<file path="src/rtl/guess_display_sequencer_pkg.sv">
// Purpose : shared definitions for the guessing-game sprite sequencer.
//           The sprite codes are also consumed by the VGAController pixel mux,
//           so their values must stay stable.
// Contents: sprite_t / SPR_* sprite codes, state_t sequencer FSM states.
package guess_display_sequencer_pkg;

  typedef logic [1:0] sprite_t;

  localparam sprite_t SPR_NONE    = 2'd0;
  localparam sprite_t SPR_UP      = 2'd1;
  localparam sprite_t SPR_DOWN    = 2'd2;
  localparam sprite_t SPR_CORRECT = 2'd3;

  typedef enum logic [1:0] {
    ST_IDLE       = 2'd0,
    ST_WAIT_FRAME = 2'd1,
    ST_SHOW       = 2'd2,
    ST_WON        = 2'd3
  } state_t;

endpackage

</file>
<file path="src/rtl/guess_display_sequencer_button_debouncer.sv">
// Purpose : conditions the raw player push button.
//           2-flop synchronizer, stability counter, rising-edge press pulse.
// Ports   : clk       - system clock
//           reset     - asynchronous active-low reset
//           i_button  - raw asynchronous button level
//           o_press   - one-cycle pulse in the cycle after the debounced
//                       level rises
module button_debouncer #(
  parameter int DEBOUNCE_CYCLES = 1000000
) (
  input  logic clk,
  input  logic reset,
  input  logic i_button,
  output logic o_press
);

  localparam int CNT_W = (DEBOUNCE_CYCLES > 1) ? $clog2(DEBOUNCE_CYCLES) : 1;
  localparam logic [CNT_W-1:0] CNT_LAST = CNT_W'(DEBOUNCE_CYCLES - 1);

  logic             r_sync1;
  logic             r_sync2;
  logic             r_level;
  logic             r_level_prev;
  logic [CNT_W-1:0] r_cnt;

  // The counter only runs while the synchronized level differs from the
  // accepted level. For a two-level signal this is the same as clearing on
  // every change of the synchronized level: a change either makes it equal
  // to the accepted level (clear) or starts a fresh count from zero.
  always_ff @(posedge clk or negedge reset) begin
    if (!reset) begin
      r_sync1      <= 1'b0;
      r_sync2      <= 1'b0;
      r_level      <= 1'b0;
      r_level_prev <= 1'b0;
      r_cnt        <= '0;
    end else begin
      r_sync1      <= i_button;
      r_sync2      <= r_sync1;
      r_level_prev <= r_level;
      if (r_sync2 == r_level) begin
        r_cnt <= '0;
      end else if (r_cnt == CNT_LAST) begin
        r_level <= r_sync2;
        r_cnt   <= '0;
      end else begin
        r_cnt <= r_cnt + 1'b1;
      end
    end
  end

  assign o_press = r_level & ~r_level_prev;

endmodule

</file>
<file path="src/rtl/guess_display_sequencer.sv">
// Purpose : sprite overlay sequencer for the guessing game VGA path.
//           Debounces the player button, compares guess vs answer at each
//           accepted press and commits the chosen sprite only on the frame
//           boundary strobe, holding UP/DOWN for HOLD_FRAMES frames.
// Ports   : clk, reset (async active-low)
//           playerButton - raw button;  guess/answer - sampled at a press
//           screenEnd    - frame-boundary pulse; new_round - clears the game
//           sprite_sel   - 0 NONE, 1 UP, 2 DOWN, 3 CORRECT
//           attempts     - saturating accepted-press count
//           game_won     - high while won;  press_ack - accepted-press pulse
module guess_display_sequencer
  import guess_display_sequencer_pkg::*;
#(
  parameter int GUESS_W         = 15,
  parameter int DEBOUNCE_CYCLES = 1000000,
  parameter int HOLD_FRAMES     = 120,
  parameter int ATTEMPT_W       = 8
) (
  input  logic                 clk,
  input  logic                 reset,
  input  logic                 playerButton,
  input  logic [GUESS_W-1:0]   guess,
  input  logic [GUESS_W-1:0]   answer,
  input  logic                 screenEnd,
  input  logic                 new_round,
  output logic [1:0]           sprite_sel,
  output logic [ATTEMPT_W-1:0] attempts,
  output logic                 game_won,
  output logic                 press_ack
);

  localparam int FRM_W = (HOLD_FRAMES > 1) ? $clog2(HOLD_FRAMES) : 1;
  localparam logic [FRM_W-1:0] HOLD_LAST = FRM_W'(HOLD_FRAMES - 1);

  state_t                r_state;
  state_t                w_state_next;
  sprite_t               r_sprite;
  sprite_t               w_sprite_next;
  sprite_t               r_pending;
  sprite_t               w_pending_next;
  logic [FRM_W-1:0]      r_frame;
  logic [FRM_W-1:0]      w_frame_next;
  logic [ATTEMPT_W-1:0]  r_attempts;
  logic [ATTEMPT_W-1:0]  w_attempts_next;
  logic                  r_ack;
  logic                  w_ack_next;

  logic                  w_press;
  logic                  w_press_ok;
  sprite_t               w_cmp;

  button_debouncer #(
    .DEBOUNCE_CYCLES(DEBOUNCE_CYCLES)
  ) u_debouncer (
    .clk     (clk),
    .reset   (reset),
    .i_button(playerButton),
    .o_press (w_press)
  );

  // new_round takes priority over a coincident press; presses do not count
  // once the round is won.
  assign w_press_ok = w_press & ~new_round & (r_state != ST_WON);

  always_comb begin
    if (guess < answer) begin
      w_cmp = SPR_UP;
    end else if (guess > answer) begin
      w_cmp = SPR_DOWN;
    end else begin
      w_cmp = SPR_CORRECT;
    end
  end

  always_comb begin
    w_state_next    = r_state;
    w_sprite_next   = r_sprite;
    w_pending_next  = r_pending;
    w_frame_next    = r_frame;
    w_attempts_next = r_attempts;
    w_ack_next      = 1'b0;

    if (w_press_ok) begin
      w_pending_next = w_cmp;
      w_ack_next     = 1'b1;
      if (r_attempts != '1) begin
        w_attempts_next = r_attempts + 1'b1;
      end
    end

    if (new_round) begin
      w_state_next    = ST_IDLE;
      w_sprite_next   = SPR_NONE;
      w_attempts_next = '0;
    end else begin
      case (r_state)
        ST_IDLE: begin
          w_sprite_next = SPR_NONE;
          // A press coinciding with screenEnd still waits for the next frame.
          if (w_press_ok) begin
            w_state_next = ST_WAIT_FRAME;
          end
        end
        ST_WAIT_FRAME: begin
          // A press in the same cycle as screenEnd is the latest press, so
          // its freshly computed result is the one committed.
          if (screenEnd) begin
            w_sprite_next = w_pending_next;
            w_frame_next  = '0;
            w_state_next  = (w_pending_next == SPR_CORRECT) ? ST_WON : ST_SHOW;
          end
        end
        ST_SHOW: begin
          // A new press keeps the current sprite up until the next frame
          // boundary, where it is replaced without a blank frame.
          if (w_press_ok) begin
            w_state_next = ST_WAIT_FRAME;
          end else if (screenEnd) begin
            if (r_frame == HOLD_LAST) begin
              w_sprite_next = SPR_NONE;
              w_state_next  = ST_IDLE;
            end else begin
              w_frame_next = r_frame + 1'b1;
            end
          end
        end
        ST_WON: begin
          w_sprite_next = SPR_CORRECT;
        end
        default: begin
          w_state_next  = ST_IDLE;
          w_sprite_next = SPR_NONE;
        end
      endcase
    end
  end

  always_ff @(posedge clk or negedge reset) begin
    if (!reset) begin
      r_state    <= ST_IDLE;
      r_sprite   <= SPR_NONE;
      r_pending  <= SPR_NONE;
      r_frame    <= '0;
      r_attempts <= '0;
      r_ack      <= 1'b0;
    end else begin
      r_state    <= w_state_next;
      r_sprite   <= w_sprite_next;
      r_pending  <= w_pending_next;
      r_frame    <= w_frame_next;
      r_attempts <= w_attempts_next;
      r_ack      <= w_ack_next;
    end
  end

  assign sprite_sel = r_sprite;
  assign attempts   = r_attempts;
  assign game_won   = (r_state == ST_WON);
  assign press_ack  = r_ack;

endmodule

</file>
<file path="config.mk">
export PLATFORM = sky130hd
export DESIGN_NAME = guess_display_sequencer
export DESIGN_NICKNAME = d
export VERILOG_FILES = /design/src/rtl/guess_display_sequencer_pkg.sv /design/src/rtl/guess_display_sequencer_button_debouncer.sv /design/src/rtl/guess_display_sequencer.sv
export SDC_FILE = /design/constraint.sdc
export NUM_CORES = 1
export LEC_CHECK = 0
export CORE_MARGIN = 10
export CORE_UTILIZATION = 45
export DETAILED_ROUTE_END_ITERATION = 6
export PLACE_DENSITY_LB_ADDON = 0.1
export SETUP_SLACK_MARGIN = 0.1
export SKIP_CTS_REPAIR_TIMING = 1
export SLEW_MARGIN = 20
export SYNTH_ARGS = -nofsm -noshare
export SYNTH_HDL_FRONTEND = slang
export SYNTH_HIERARCHICAL = 1
export SYNTH_SLANG_ARGS = --single-unit
</file>
<file path="constraint.sdc">
create_clock -name clk -period 6.65 [get_ports clk]
set_clock_uncertainty 0.15 [all_clocks]
set_input_delay 1.33 -clock clk [delete_from_list [all_inputs] [get_ports clk]]
set_output_delay 1.33 -clock clk [all_outputs]
set_load 0.02 [all_outputs]
</file>
==> key figures, run 1 <==
Worst setup path
  • Largest fanout on the critical path: 18
  • CP arrival: between 3 and 4 ns
  • CP required: 6.66 ns
  • Critical Path Sink: sprite_sel[1]
  • Worst Setup SP: new_round
  • Setup slack, reg-to-reg: about 4.1 ns
  • Launching point of the worst reg2reg path: r_state[0]
  • R2R cell count: 6
  • Crit path capture type: register
  • Worst Setup Path Type: in -> reg
  • R2R Path End: r_state[0]
  • CP Launch Type: input port

Floorplanning
  • Die Y-Extent: around 100 um
  • Starting Density: approximately 47%
  • Rows: 28
  • I/O pins: 47
  • Die X-Extent: between 90 and 100 um
  • Core Area: between 0.006 and 0.007 mm^2
  • Die area: just under 0.01 mm^2

Routing
  • Drt total wl: 6078 um
  • Drt wl/cell: between 10 and 15 um
  • Vias per cell: between 5 and 6
  • DRC viols: 0
  • DR vias: 2289
  • Starting DRT DRC Count: roughly 120
  • Detailed Routing Iterations Pass 1: 4
  • Post-DRT Antenna Nets: 0

CTS
  • Clock root cell: clkbuf_8
  • Worst skew pair latency: about 0.3 ns
  • CTS tree: yes
  • CTS H-tree depth: 2
  • Clock transition at path regs: 0.09 ns
  • CTS Sinks: 46
  • Longest Clk Path Bufs: 2
  • Num CTS Buffers: 5

Global routing
  • Gr usage total: roughly an eighth
  • Pin count of the biggest net entering global routing: 47
  • First-pass GRT wire length: about 11000 um
  • Number of global-route vias before repair: 2221
  • GRT overflow: 0
  • Initial antenna violation count: 0

Timing
  • Peak Freq: approximately 300 MHz
  • Final min period: 3.290 ns
  • Worst slew pin tran: 0.8555 ns
  • Relative slew slack: approximately two fifths
  • Fin. max-slew vios: 0
  • Endpoints failing hold: 0
  • Crit share post-route: between 40% and 50%
  • RSZ-0062 raised after global routing: no
  • Final setup fails: 0
  • TNS Setup: 0 ns

Synthesis
  • Asr flop ratio synth: 100.0%
  • Synth Area in Adders: between 10% and 20%
  • Mapped Nets: 362
  • Post-synthesis mux area share: about 2.9%
  • Synth Area in XOR/XNOR: between 7 and 8%
  • Main synth FF type: dfrtp_1
  • Syn Std Cell Area: between 0.002 and 0.003 mm^2
  • Most common cell in the netlist: dfrtp_1
  • EDFF count, synth: 0
  • Most frequent cells after synthesis: dfrtp_1 (46), nor2_1 (37), inv_1 (26), ha_1 (23)
  • Synth area leaders: dfrtp_1 (40%), ha_1 (10%), nor2_1 (4.9%), xnor2_1 (3.7%), inv_1 (3.4%)
  • Cell variety after synth: between 50 and 60
  • Syn. warnings: 6
  • Largest family of logic cells by synthesized area: simple AND/OR/NAND/NOR gates
  • Avg Synthesized Cell Area: about 9.4 um^2
  • Part of the Yosys area used for sequential elements: 40.40%
  • Synth Area in Compound Gates: 10.01%
  • Synth Instances: 304
  • Synth top area share: roughly two fifths
  • Simple-Gate Fraction of Synth Area: about a quarter
  • Synth Register Bits: 46
  • Largest area contributor in the netlist: dfrtp_1

Power and ir drop
  • Pint: about 430 uW
  • P_leak: 0.001531 uW
  • Net Sw Frac: about a quarter
  • Sw Pwr: 132.8 uW
  • Logic pwr share: between 10% and 20%
  • Clk network pwr share: approximately 37%
  • Max rail drop VDD: 0.1024 mV
  • Pwr dens: around 160 mW/mm^2
  • Reg power frac: between 50% and 60%

Layout
  • Ant diodes: 0
  • Fill cells: around 540
  • Share of layout cells above drive strength 1: between 6 and 7%
  • Area growth, synth to finish: 22.31%
  • Post-Layout Cell Count: between 400 and 500
  • Post-layout nets: ~410
  • Util after Layout: just under 60%
  • Multi-input logic area: roughly 0.0016 mm^2
  • Fin area: ~0.0035 mm^2
  • FF+latch area: about 0.0012 mm^2

Placed design
  • GPL Wtd Cong: ~0.75
  • DP Cell Count: between 400 and 500
  • Post-DP Area: between 0.003 and 0.004 mm^2
  • IO Port Bufs: between 40 and 50
  • DP HPWL: 4547 um

Outcome
  • Status: complete, no violations

Job
  • Max-cap viol count: 0

Worst hold path
  • Worst hold path type: reg -> reg
-- routing by layer --
layer / track usage (%) / up-vias / part of all wire [%]
li1: - / 1178 / -
met1: 16.16 / 1050 / 47
met2: 20.24 / 52 / 46
met3: 2.976 / 9 / 5.2
met4: 5.182 / 0 / 2.0
met5: 0 / - / 0
-- cells by family after synthesis --
| logic type | after synthesis |
|---|---|
| and+or+nand+nor | 130 |
| DFF | 46 |
| AOI/OAI and AO/OA | 41 |
| buffers and inverters | 33 |
| xor gates and xnor gates | 23 |
| adders and majority gates | 23 |
| muxes | 8 |
-- how the worst min path moves through the flow --
stage,start,endpoint,slack [ns],cells after the start
final,u_debouncer/r_sync1,u_debouncer/r_sync2,0.22,0
after global routing,u_debouncer/r_sync1,u_debouncer/r_sync2,0.23,0
after CTS,u_debouncer/r_sync1,u_debouncer/r_sync2,0.22,0
after detailed placement,u_debouncer/r_sync1,u_debouncer/r_sync2,0.20,0
after global placement,u_debouncer/r_sync1,u_debouncer/r_sync2,0.18,0
after floorplan,u_debouncer/r_sync1,u_debouncer/r_sync2,0.18,0
-- critical path: stages --
cell and delay [ns]:
clkdlybuf4s50_1 0.75, nor3b_1 0.33, buf_4 0.22, o2111ai_1 0.13
a31oi_1 0.20, o31a_1 0.23, o32ai_1 0.10
-- per-stage QoR --
| stage | hold WS (ns) | worst slack [ns] | total power, uW |
|---|---|---|---|
| final | 0.2200 | 3.360 | 561.2 |
| after global routing | 0.2266 | 3.206 | 592.9 |
| after CTS | 0.2206 | 3.382 | 572.4 |
| after detailed placement | 0.2003 | 3.048 | 361.9 |
| after global placement | 0.1830 | 3.108 | 360.4 |
| after floorplan | 0.1812 | 3.916 | 328.5 |
-- cell usage in the layout (no fill, tap or decap), types with 5 or more instances in the layout --
cell,netlist,routed
a21oi_1,9,9
a31oi_1,5,5
clkbuf_8,0,5
clkdlybuf4s50_1,0,45
dfrtp_1,46,46
ha_1,23,23
inv_1,26,26
mux2i_1,7,7
nand2_1,18,18
nand3_1,18,18
nand4_1,9,9
nor2_1,37,37
nor3_1,8,8
nor4_1,5,5
o21ai_0,7,7
xnor2_1,12,12
xor2_1,11,11
-- registers in the layout, summed over array words and instances (netlist names) --
| signal | cells |
|---|---|
| attempts | 8 |
| press_ack | 1 |
| r_frame | 7 |
| r_pending | 2 |
| r_state | 2 |
| sprite_sel | 2 |
| u_debouncer/r_cnt | 20 |
| u_debouncer/r_level | 1 |
| u_debouncer/r_level_prev | 1 |
| u_debouncer/r_sync1 | 1 |
| u_debouncer/r_sync2 | 1 |
-- final cells by class --
| cell class | instances | area share [%] |
|---|---|---|
| Timing Repair Buffer | 47 | 13.36 |
| Tap cell | 75 | 2.693 |
| Clock inverter | 3 | 1.149 |
| Multi-Input combinational cell | 225 | 44.99 |
| Inverter | 26 | 2.801 |
| Sequential cell | 46 | 33.03 |
| Clock buffer | 5 | 1.975 |
-- power groups by stage --
| stage | Clock [uW] | Combinational [uW] | Sequential [uW] |
|---|---|---|---|
| finish | 206 | 60.5 | 295 |
| global route | 227 | 69.3 | 297 |
| CTS | 216 | 61.7 | 295 |
| detailed placement | 0 | 61.5 | 300 |
| global placement | 0 | 60.4 | 300 |
| floorplan | 0 | 31.6 | 297 |
Power figures use the tool's default switching activity.
==> inputs of run 2 (changes only) <==
==> constraint.sdc (replaced) <==
create_clock -name clk -period 2.8 [get_ports clk]
set_clock_uncertainty 0.15 [all_clocks]
set_input_delay 0.56 -clock clk [delete_from_list [all_inputs] [get_ports clk]]
set_output_delay 0.56 -clock clk [all_outputs]
set_load 0.02 [all_outputs]
==> run 2 against run 1 <==
  * Largest power group unchanged
  * Clock power is 98% higher
  * Via count increased by 2.7%
  * Power grew 120%
  * Largest cell class unchanged
  * Flip-flop and latch count stayed put
==> key figures, run 2 (same netlist as run 1, synthesis figures left out) <==
Power and ir drop
  • Reg power frac: 55.8% (+3.3 points)
  • P_leak: 0.001561 uW (+2.0%)
  • Max rail drop VDD: 0.2624 mV (+160%)
  • Pwr dens: 356.4 mW/mm^2 (+120%)
  • Pint: 958.1 uW (+120%)
  • Net Sw Frac: 23.73% (+0.077 points)
  • Sw Pwr: 298.2 uW (+120%)
  • Clk network pwr share: 32.4% (-4.3 points)
  • Logic pwr share: 11.8% (+1.0 points)

Timing
  • Endpoints failing hold: 0 (unchanged)
  • Final setup fails: 0 (unchanged)
  • Fin. max-slew vios: 0 (unchanged)
  • Worst slew pin tran: 0.5498 ns (-0.3057 ns)
  • RSZ-0062 raised after global routing: no
  • Relative slew slack: 63.01% (+22 points)
  • Setup ws final: 0.3795 ns (-2.981 ns)
  • Final min period: ~2.4 ns
  • Peak Freq: approximately 410 MHz
  • TNS Setup: 0 ns (unchanged)
  • Crit share post-route: between 80% and 90%

Routing
  • Drt wl/cell: 14.14 um (-0.63%)
  • Starting DRT DRC Count: 117 (+0.86%)
  • Drt total wl: 6153 um (+1.2%)
  • Post-DRT Antenna Nets: 0 (unchanged)
  • Detailed Routing Iterations Pass 1: 4 (unchanged)
  • Vias per cell: 5.402 (+0.78%)
  • DRC viols: 0 (unchanged)
  • DR vias: 2350 (+2.7%)

Worst setup path
  • Largest fanout on the critical path: 7 (-11)
  • Crit-path cells: ha_1 > clkdlybuf4s50_1
  • CP required: 2.09 ns (-4.57 ns)
  • CP arrival: 1.71 ns (-1.59 ns)
  • Max stage delay on crit path: 0.68 ns (-0.07 ns)
  • Worst Setup Path Type: reg -> out
  • Slowest CP cell: clkdlybuf4s50_1
  • CP Launch Type: register
  • Crit path capture type: output port

Layout
  • Leading cell type in the layout, fill and taps excluded: dfrtp_1
  • Share of layout cells above drive strength 1: 8.056% (+1.8 points)
  • Largest register FFs: 20 (unchanged)
  • Area growth, synth to finish: 23.72%
  • Ant diodes: 0 (unchanged)
  • FF+latch area: 0.001151 mm^2 (unchanged)
  • Post-Layout Cell Count: 435 (+1.9%)
  • Post-layout nets: 417 (+2.0%)
  • Fin area: 0.003525 mm^2 (+1.1%)
  • Most frequent cells in the layout: dfrtp_1 (46), clkdlybuf4s50_1 (45), nor2_1 (37), inv_1 (26), ha_1 (23)
  • Largest register by flop count: u_debouncer/r_cnt
  • Multi-input logic area: 0.001568 mm^2 (unchanged)
  • Fill cells: 562 (+4.3%)

Global routing
  • Pin count of the biggest net entering global routing: 22 (-53%)
  • Number of global-route vias before repair: 2294 (+3.3%)
  • First-pass GRT wire length: 10520 um (-1.6%)
  • GRT overflow: 0 (unchanged)
  • Initial antenna violation count: 0 (unchanged)
  • Gr usage total: 12.41% (-0.31 points)

Placed design
  • DP HPWL: 4800 um (+5.6%)
  • Post-place setup slack: 0.2137 ns (-2.834 ns)
  • GPL Wtd Cong: 0.8262 (+10%)
  • Post-DP Area: 0.003433 mm^2 (+1.8%)
  • IO Port Bufs: 46 (unchanged)
  • DP Cell Count: 427 (+1.9%)

CTS
  • Num CTS Buffers: 5 (unchanged)
  • Worst skew pair latency: 0.29 ns (about the same)
  • Clock transition at path regs: 0.08 ns (about the same)
  • CTS H-tree depth: 2 (unchanged)
  • CTS tree: yes
  • Longest Clk Path Bufs: 2 (unchanged)
  • Clock root cell: clkbuf_8
  • CTS Sinks: 46 (unchanged)

Floorplanning
  • Die X-Extent: 99.57 um (unchanged)
  • Die Y-Extent: 99.57 um (unchanged)
  • I/O pins: 47 (unchanged)
  • Die area: 0.009914 mm^2 (unchanged)
  • Core Area: 0.006026 mm^2 (unchanged)
  • Starting Density: 47.28% (unchanged)
  • Rows: 28 (unchanged)

Job
  • Max-cap viol count: 0 (unchanged)

Worst hold path
  • Worst hold path type: in -> async

Outcome
  • Status: complete, no violations
## run 2: cell count changes in the layout (fill, tap and decap cells not counted)
cell       before  now
clkbuf_1        0    1
clkinv_2        2    1
bufinv_16       1    0
buf_4           2    9
clkbuf_8        5    6
buf_2           0    1
## run 2: stage by stage
step                utilization (%)  power (uW)  hold slack, ns
global placement              56.98       860.4          0.1841
finish                        58.49        1256         0.06745
floorplan                         -       780.2          0.1144
detailed placement            56.98       863.8          0.1934
CTS                           58.49        1280         0.06583
global route                  58.49        1323         0.08281
## run 2: cell type report
cell class	instances	share of cell area, %
Sequential cell	46	32.66
Multi-Input combinational cell	225	44.48
Inverter	26	2.769
Timing Repair Buffer	55	14.84
Tap cell	75	2.662
Clock inverter	1	0.1420
Clock buffer	7	2.449
## run 2: critical path, delay by kind of cell (launching register included)
kind | cells | cell delay (ns)
fa+ha+maj | 1 | 0.33
flops | 1 | 0.42
buf+inv | 1 | 0.68
## run 2: per-layer routing
layer  global-route usage (%)  share of wire, %  up-vias  wire, um
li1                         -                 -     1199         -
met3                    2.699               4.8        8       295
met1                    15.47                47     1083      2917
met2                    20.89                47       60      2868
met4                    3.638               1.2        0        72
met5                        0                 0        -         0
## run 2: power groups by stage
stage	Sequential, uW	Clock (uW)	Combinational [uW]
after detailed placement	714	0	150
after CTS	701	428	151
after global placement	713	0	147
after global routing	704	450	169
final	701	407	149
after floorplan	705	0	75.0
## run 2: path summary, 6_finish.rpt
path                                      from             endpoint  slack [ns]  depth (start not counted)
setup reg to reg                    r_state[0]           r_frame[4]        0.43                          6
max in group asynchronous                reset           r_state[1]        1.83                          2
setup / recovery                    r_state[0]             game_won        0.38                          2
hold / removal                           reset           r_frame[4]        0.07                          1
hold reg to reg            u_debouncer/r_sync1  u_debouncer/r_sync2        0.21                          0
min in group clk           u_debouncer/r_sync1  u_debouncer/r_sync2        0.21                          0
==> inputs of run 3 (changes only) <==
--- a/config.mk
+++ b/config.mk
@@ -5,8 +5,8 @@
 export SDC_FILE = /design/constraint.sdc
 export NUM_CORES = 1
 export LEC_CHECK = 0
-export CORE_MARGIN = 10
 export CORE_UTILIZATION = 45
+export CTS_BUF_LIST = sky130_fd_sc_hd__clkbuf_2
 export DETAILED_ROUTE_END_ITERATION = 6
 export PLACE_DENSITY_LB_ADDON = 0.1
 export SETUP_SLACK_MARGIN = 0.1
==> run 3 against run 2 <==
  * Fmax is 4.7% lower
  * First-iteration DRC count decreased by 15%
  * Die area fell by 33%
  * Largest power group unchanged
==> key figures, run 3 (same netlist as run 1, synthesis figures left out) <==
Outcome
  • Status: complete, no violations

Floorplanning
  • Core Area: 0.006026 mm^2 (unchanged)
  • I/O pins: 47 (unchanged)
  • Die X-Extent: 81.57 um (-18%)
  • Die area: 0.006654 mm^2 (-33%)
  • Starting Density: 47.28% (unchanged)
  • Rows: 28 (unchanged)
  • Die Y-Extent: 81.57 um (-18%)

Global routing
  • GR Util met1: 25.26% (+9.8 points)
  • First-pass GRT wire length: 9811 um (-6.8%)
  • GR Util met3: 3.889% (+1.2 points)
  • Initial antenna violation count: 0 (unchanged)
  • Pin count of the biggest net entering global routing: 25 (+14%)
  • Number of global-route vias before repair: 2221 (-3.2%)
  • Gr usage total: 18.97% (+6.6 points)
  • Most Crowded Layer GR: met2
  • Routing usage on met2: 31.75% (+11 points)
  • GRT overflow: 0 (unchanged)

CTS
  • Num CTS Buffers: 5 (unchanged)
  • CTS Sinks: 46 (unchanged)
  • Longest Clk Path Bufs: 2 (unchanged)
  • Worst skew pair latency: 0.40 ns (+0.11 ns)
  • CTS H-tree depth: 2 (unchanged)
  • Clock transition at path regs: 0.21 ns (+0.13 ns)
  • CTS tree: yes
  • Clock root cell: clkbuf_2

Worst hold path
  • Worst hold path type: reg -> reg
  • Hold EP: u_debouncer/r_sync2
  • Hold path start: u_debouncer/r_sync1
  • Hold path depth: 0

Placed design
  • GPL Wtd Cong: 0.8083 (-2.2%)
  • DP Cell Count: 427 (unchanged)
  • Post-DP Area: 0.003446 mm^2 (+0.36%)
  • DP HPWL: 4421 um (-7.9%)
  • IO Port Bufs: 46 (unchanged)

Layout
  • Fill cells: 546 (-2.8%)
  • Leading cell type in the layout, fill and taps excluded: dfrtp_1
  • Fin area: 0.003495 mm^2 (-0.85%)
  • Area growth, synth to finish: 22.66%
  • Post-Layout Cell Count: 436 (+0.23%)
  • Largest register by flop count: u_debouncer/r_cnt
  • Post-layout nets: 418 (+0.24%)
  • Ant diodes: 0 (unchanged)
  • Util after Layout: 57.99% (-0.50 points)
  • Share of layout cells above drive strength 1: 8.033% (-0.022 points)
  • Most frequent cells in the layout: dfrtp_1 (46), clkdlybuf4s50_1 (45), nor2_1 (37), inv_1 (26), ha_1 (23)
  • Largest register FFs: 20 (unchanged)

Timing
  • Final min period: 2.541 ns (+0.1204 ns)
  • Peak Freq: 393.6 MHz (-4.7%)
  • Endpoints failing hold: 0 (unchanged)
  • Crit share post-route: 90.75% (+4.3 points)
  • Worst slew pin tran: 0.5376 ns (-0.01226 ns)
  • RSZ-0062 raised after global routing: no
  • Fin. max-slew vios: 0 (unchanged)
  • Final setup fails: 0 (unchanged)
  • TNS Setup: 0 ns (unchanged)
  • Relative slew slack: 63.83% (+0.82 points)

Routing
  • Post-DRT Antenna Nets: 0 (unchanged)
  • Drt total wl: 5838 um (-5.1%)
  • Detailed Routing Iterations Pass 1: 5 (+1)
  • DRC viols: 0 (unchanged)
  • DR vias: 2331 (-0.81%)
  • Drt wl/cell: 13.39 um (-5.3%)
  • Starting DRT DRC Count: 100 (-15%)
  • Vias per cell: 5.346 (-1.0%)

Power and ir drop
  • Sw Pwr: 292.2 uW (-2.0%)
  • Pwr dens: 319.5 mW/mm^2 (-10%)
  • Total Power: 1117 uW (-11%)
  • Net Sw Frac: 26.17% (+2.4 points)
  • P_leak: 0.001552 uW (-0.54%)
  • Max rail drop VDD: 0.3010 mV (+15%)
  • Reg power frac: 62.9% (+7.1 points)
  • Pint: 824.3 uW (-14%)
  • Clk network pwr share: 23.4% (-9.0 points)
  • Logic pwr share: 13.6% (+1.8 points)

Worst setup path
  • Crit path capture type: output port
  • Largest fanout on the critical path: 7 (unchanged)
  • CP required: 2.09 ns (about the same)
  • Worst Setup Path Type: reg -> out
  • R2R Path End: r_state[0]
  • Launching point of the worst reg2reg path: r_state[0]
  • Setup slack, reg-to-reg: 0.41 ns (-0.02 ns)
  • CP arrival: 1.83 ns (+0.12 ns)
  • CP Launch Type: register
  • R2R cell count: 6 (unchanged)

Job
  • Max-cap viol count: 0 (unchanged)
==> run 3: final cells by class <==
cell class	instances	area, um^2	share of cell area (%)
Clock inverter	2	8.758	0.2506
Multi-Input combinational cell	225	1568	44.86
Clock buffer	6	30.03	0.8593
Inverter	26	97.59	2.793
Sequential cell	46	1151	32.94
Tap cell	75	93.84	2.685
Timing Repair Buffer	56	545.5	15.61
==> run 3: worst max-delay path: stages (launching register included) <==
cell             delay [ns]
dfrtp_1                0.46
ha_1                   0.32
clkdlybuf4s50_1        0.66
==> run 3: layer usage <==
metal | wire (um) | part of all wire (%) | up-vias
li1 | - | - | 1198
met2 | 2628 | 45 | 44
met5 | 0 | 0 | -
met1 | 2871 | 49 | 1084
met4 | 59 | 1.0 | 0
met3 | 278 | 4.8 | 5
==> run 3: how the worst max path moves through the flow <==
stage	depth (start not counted)	from	endpoint
after floorplan	6	r_state[0]	r_state[0]
after global placement	8	answer[5]	sprite_sel[1]
after detailed placement	8	answer[14]	r_state[0]
after CTS	2	r_state[0]	game_won
after global routing	2	r_state[0]	game_won
final	2	r_state[0]	game_won
==> run 3: through the flow <==
stage	worst slack [ns]	hold slack, ns
detailed placement	0.1705	0.1998
floorplan	0.5649	0.1144
CTS	0.2231	-0.07043
global route	0.1606	0.2601
finish	0.2591	0.2450
global placement	0.2177	0.1866
==> run 3: power by group through the flow <==
stage / clock network (uW) / registers, uW / logic (uW)
finish: 262 / 703 / 152
global route: 303 / 708 / 176
CTS: 283 / 702 / 154
detailed placement: 0 / 714 / 153
global placement: 0 / 713 / 150
floorplan: 0 / 705 / 75.0
